<file path="src/rtl/serial_pkg.sv">
// Shared definitions for the serial pipeline stages.
// The serializer and the sequence detector both import this package.
package serial_pkg;

  typedef enum logic {
    SER_IDLE  = 1'b0,
    SER_SHIFT = 1'b1
  } ser_state_t;

  localparam int SER_DEFAULT_WIDTH = 8;

  // The caller left-justifies MSB-first words and right-justifies LSB-first words.
  // With that layout, idx always counts from the first bit sent.
  function automatic logic bit_sel(input logic [31:0] word, input logic [4:0] idx,
                                   input logic msb_first);
    return msb_first ? word[5'd31 - idx] : word[idx];
  endfunction

endpackage

</file>
<file path="src/rtl/word_hold_reg.sv">
// Single-entry holding register with a full flag.
// It is loaded on load and emptied on take; the parent never asserts both in the same cycle.
module word_hold_reg #(
  parameter int WIDTH = 8
) (
  input  logic             clk,
  input  logic             reset,
  input  logic             load,
  input  logic             take,
  input  logic [WIDTH-1:0] din,
  output logic [WIDTH-1:0] dout,
  output logic             full
);

  logic [WIDTH-1:0] word_reg;
  logic             full_reg;

  always_ff @(posedge clk) begin
    if (!reset) begin
      word_reg <= '0;
      full_reg <= 1'b0;
    end else begin
      if (load) begin
        word_reg <= din;
        full_reg <= 1'b1;
      end else if (take) begin
        full_reg <= 1'b0;
      end
    end
  end

  assign dout = word_reg;
  assign full = full_reg;

endmodule

</file>
<file path="src/rtl/serial_word_serializer.sv">
// Parallel-to-serial front end for the sequence detector: valid/ready word input,
// one bit per clock out, with a one-word holding register for gapless frames.
module serial_word_serializer
  import serial_pkg::*;
#(
  parameter int   WIDTH     = SER_DEFAULT_WIDTH,
  parameter bit   MSB_FIRST = 1'b1,
  parameter logic IDLE_BIT  = 1'b0
) (
  input  logic             clk,
  input  logic             reset,
  input  logic [WIDTH-1:0] in_word,
  input  logic             in_valid,
  output logic             in_ready,
  output logic             data,
  output logic             data_valid,
  output logic             frame_last,
  output logic             busy
);

  localparam int             CNT_W    = $clog2(WIDTH);
  localparam logic [CNT_W-1:0] LAST_CNT = CNT_W'(WIDTH - 1);

  ser_state_t       state_reg, state_next;
  logic [WIDTH-1:0] shift_reg, shift_next;
  logic [CNT_W-1:0] cnt_reg, cnt_next;
  logic             data_reg, data_next;
  logic             dv_reg, dv_next;
  logic             fl_reg, fl_next;
  logic [31:0]      aligned_next;
  logic             hold_full, hold_load, hold_take, accept;
  logic [WIDTH-1:0] hold_word;

  word_hold_reg #(.WIDTH(WIDTH)) u_hold (
    .clk   (clk),
    .reset (reset),
    .load  (hold_load),
    .take  (hold_take),
    .din   (in_word),
    .dout  (hold_word),
    .full  (hold_full)
  );

  assign in_ready = ~hold_full;
  assign accept   = in_valid & ~hold_full;

  always_ff @(posedge clk) begin
    if (!reset) begin
      state_reg <= SER_IDLE;
      shift_reg <= '0;
      cnt_reg   <= '0;
      data_reg  <= IDLE_BIT;
      dv_reg    <= 1'b0;
      fl_reg    <= 1'b0;
    end else begin
      state_reg <= state_next;
      shift_reg <= shift_next;
      cnt_reg   <= cnt_next;
      data_reg  <= data_next;
      dv_reg    <= dv_next;
      fl_reg    <= fl_next;
    end
  end

  // At the last-bit edge, the held word wins. A fresh word can bypass the holding
  // register only when the holding register is empty.
  always_comb begin
    state_next = state_reg;
    shift_next = shift_reg;
    cnt_next   = cnt_reg;
    hold_load  = 1'b0;
    hold_take  = 1'b0;
    case (state_reg)
      SER_IDLE: begin
        if (accept) begin
          shift_next = in_word;
          cnt_next   = '0;
          state_next = SER_SHIFT;
        end
      end
      SER_SHIFT: begin
        if (cnt_reg == LAST_CNT) begin
          cnt_next = '0;
          if (hold_full) begin
            shift_next = hold_word;
            hold_take  = 1'b1;
          end else if (accept) begin
            shift_next = in_word;
          end else begin
            state_next = SER_IDLE;
          end
        end else begin
          cnt_next  = cnt_reg + CNT_W'(1);
          hold_load = accept;
        end
      end
      default: state_next = SER_IDLE;
    endcase
  end

  // The outputs are decoded from the next state so the registered bit lines up with its state.
  always_comb begin
    aligned_next = MSB_FIRST ? (32'(shift_next) << (32 - WIDTH)) : 32'(shift_next);
    data_next    = IDLE_BIT;
    dv_next      = 1'b0;
    fl_next      = 1'b0;
    if (state_next == SER_SHIFT) begin
      data_next = bit_sel(aligned_next, 5'(cnt_next), MSB_FIRST);
      dv_next   = 1'b1;
      fl_next   = (cnt_next == LAST_CNT);
    end
  end

  assign data       = data_reg;
  assign data_valid = dv_reg;
  assign frame_last = fl_reg;
  assign busy       = (state_reg == SER_SHIFT) | hold_full;

endmodule

</file>
<file path="config.mk">
export PLATFORM = sky130hd
export DESIGN_NAME = serial_word_serializer
export DESIGN_NICKNAME = d
export VERILOG_FILES = /design/src/rtl/serial_pkg.sv /design/src/rtl/word_hold_reg.sv /design/src/rtl/serial_word_serializer.sv
export SDC_FILE = /design/constraint.sdc
export NUM_CORES = 1
export LEC_CHECK = 0
export CORE_UTILIZATION = 25
export DETAILED_ROUTE_END_ITERATION = 12
export PLACE_DENSITY_LB_ADDON = 0.3
export SKIP_CTS_REPAIR_TIMING = 1
export SLEW_MARGIN = 20
export SYNTH_ARGS = -nofsm -noshare
export SYNTH_HDL_FRONTEND = slang
export SYNTH_HIERARCHICAL = 1
export SYNTH_SLANG_ARGS = --single-unit
</file>
<file path="constraint.sdc">
create_clock -name clk -period 6.1 [get_ports clk]
set_input_delay 1.22 -clock clk [delete_from_list [all_inputs] [get_ports clk]]
set_output_delay 1.22 -clock clk [all_outputs]
set_load 0.01 [all_outputs]
</file>
==> results_dict.tcl <==
set metrics [dict create \
    syn_area_mm2 0.00113 \
    skew_ns 0.00309 \
    clockBufferDepth 2 \
    cp-start-kind "primary input" \
    synth_edf_count 0 \
    die_y_um 69.3 \
    htree_levels 1 \
    use_met1 0.141 \
    rsz0062_at_grt "false" \
    r2r_slack_ns 3.89 \
    reg2reg_from "cnt_reg[0]" \
    hold_path.class "flip-flop to flip-flop" \
    grt_util_all_layers 0.113 \
    yosys.area.top_type "dfxtp_1" \
    initial_core_util 0.260 \
    ir_drop_mv 0.0717 \
    die_area_mm2 0.00480 \
    worstPathMaxFanout 12 \
    grt_util_met2 0.174 \
    rows 24 \
    gp_congestion 0.851 \
    via_per_inst 5.02 \
    wl_per_cell_um 13.9 \
    hold_path_end "shift_reg[3]" \
    async_reset_ff_frac 0 \
    hold_viol_final 0 \
    timing.final.ws_setup_ns 2.96 \
    antenna_found_initial 0 \
    overflow 0 \
    p_per_area_mw_per_mm2 237 \
    grt-busiest-layer "met2" \
    end_kind "flip-flop" \
    seq_area_frac_synth 0.407 \
    max_stage_delay_ns 0.51 \
    cts_num_sinks 23 \
    place_ws_ns 2.72 \
    setup_viol 0 \
    drc 0 \
    nNetsFinal 145 \
    synthFlopType "dfxtp_1" \
    crit_chain "clkdlybuf4s50_1 -> nor2b_2 -> o21ai_2 -> a222oi_1 -> a221oi_1 -> a32o_1" \
    ios 16 \
    vias 913 \
    ys_top_cells_by_area "dfxtp_1, mux2i_1, nor2b_1" \
    drive_gt1_frac 0.0923 \
    use_met3 0.0262 \
    drt_iter0_markers 45 \
    worstPathRequired_ns 6.26 \
    syn_avg_cell_area_um2 9.68 \
    dp.final_hpwl_mm 1.95 \
    areaGrowthSynthToFinish_pct 18.9 \
    portBuffers 15 \
    cp_slowest_cell "clkdlybuf4s50_1" \
    synth_nets 131 \
    maxSlewHeadroom 0.352 \
    clock.fmax_mhz 318 \
    final_common_cell "dfxtp_1" \
    dpl-instance-area_mm2 0.00130 \
    synthCells 117 \
    tightest_slew_ns 0.968 \
    antennaDiodeCount 0 \
    finalCriticalPeriod_ns 3.14 \
    final_util 0.309 \
    final_max_slew_viol_count 0 \
    grt_pass1_vias 870 \
    ys_types 36 \
    rr_endpoint "u_hold/dout[7]" \
    fin_area_mm2 0.00135 \
    crit_type "primary input to flip-flop" \
    rr_worst_depth 6 \
    min-delay-start "shift_reg[3]" \
    layout_common_cells "dfxtp_1, clkdlybuf4s50_1, nor2_1, nor2b_1, mux2i_1" \
    maxCapViolCount 0 \
    totalWireLength_mm 2.53 \
    firstDrtPassIters 4 \
    period_share 0.515 \
    grt_pass1_wl_mm 4.26 \
    final_antenna_net_count 0 \
    die_w_um 69.3 \
    p_leak_uw 0.000473 \
    ys_seq_elements 23 \
    grt_max_degree 16 \
    crit_arrival_ns 3.30 \
    synth_top_area_frac 0.407 \
    fillers 449 \
    clk_pin_slew_ns 0.08 \
    clock-root-buffer "clkbuf_8" \
    fin_setup_tns_ns 0 \
    cts_tree "yes" \
    status "complete, no violations" \
    yosys_warnings 6 \
    cts_buffers 3 \
    holdPathStages 2 \
    clk_latency_ns 0.26 \
    core-area_mm2 0.00435 \
]
## critical path, delay by kind of cell
family	cells	cell delay, ns
buffers and inverters	1	0.51
AND/OR/NAND/NOR	1	0.50
AO/OA/AOI/OAI	4	1.08
## logic make-up (layout without fill, tap and decap cells)
| kind of cell | after synthesis | count (layout) | synth area share |
|---|---|---|---|
| AO/OA/AOI/OAI | 33 | 33 | 0.235 |
| adder cells (fa/ha/maj) | 3 | 3 | 0.0332 |
| buffers and inverters | 9 | 22 | 0.0508 |
| flip-flops | 23 | 23 | 0.407 |
| multiplexers | 8 | 8 | 0.0707 |
| AND/OR/NAND/NOR | 41 | 41 | 0.203 |
## worst max-delay path by stage
| stage | startpoint | end | cells past startpoint |
|---|---|---|---|
| after floorplan | in_valid | data | 6 |
| after global placement | in_valid | data | 6 |
| after detailed placement | in_valid | data | 6 |
| final | in_valid | data | 6 |
| after global routing | in_valid | data | 6 |
| after CTS | in_valid | data | 6 |
## layout make-up
cell class | instances | area, um^2 | area share
clock buffer | 4 | 45.0 | 0.0335
sequential | 23 | 460 | 0.342
tap | 52 | 65.1 | 0.0483
multi-input combinational | 85 | 614 | 0.456
inverter | 3 | 11.3 | 0.00836
timing repair buffer | 15 | 150 | 0.112
## power by group
group | total, uW | switching, uW | leakage (uW) | internal, uW
clock | 95.1 | 48.4 | 0.0000228 | 46.6
combinational | 58.3 | 28.4 | 0.000262 | 29.9
sequential | 165 | 7.02 | 0.000188 | 158
total | 319 | 83.8 | 0.000473 | 235
## layer usage
metal	up-vias	share of wire
li1	449	-
met1	422	0.45
met2	33	0.45
met3	9	0.051
met4	0	0.042
met5	-	0
## cells in the mapped netlist (2+ instances only)
| library cell | instances |
|---|---|
| nor2_1 | 14 |
| nand3_1 | 2 |
| nand2b_1 | 2 |
| a21oi_1 | 5 |
| nor2b_1 | 9 |
| dfxtp_1 | 23 |
| a32o_1 | 5 |
| and2_1 | 2 |
| o21ai_0 | 6 |
| a211oi_1 | 4 |
| buf_4 | 2 |
| ha_1 | 3 |
| nand2b_4 | 2 |
| a222oi_1 | 3 |
| inv_1 | 3 |
| nand2_1 | 4 |
| mux2i_1 | 8 |
| buf_6 | 2 |
## stage by stage
step	hold slack (ns)	cells	power [uW]
final	0.496	182	319
after global routing	0.524	182	335
after CTS	0.501	182	322
after detailed placement	0.481	178	227
after global placement	0.487	178	226
after floorplan	0.455	117	209
No activity file was read; power rests on OpenSTA's default activity.
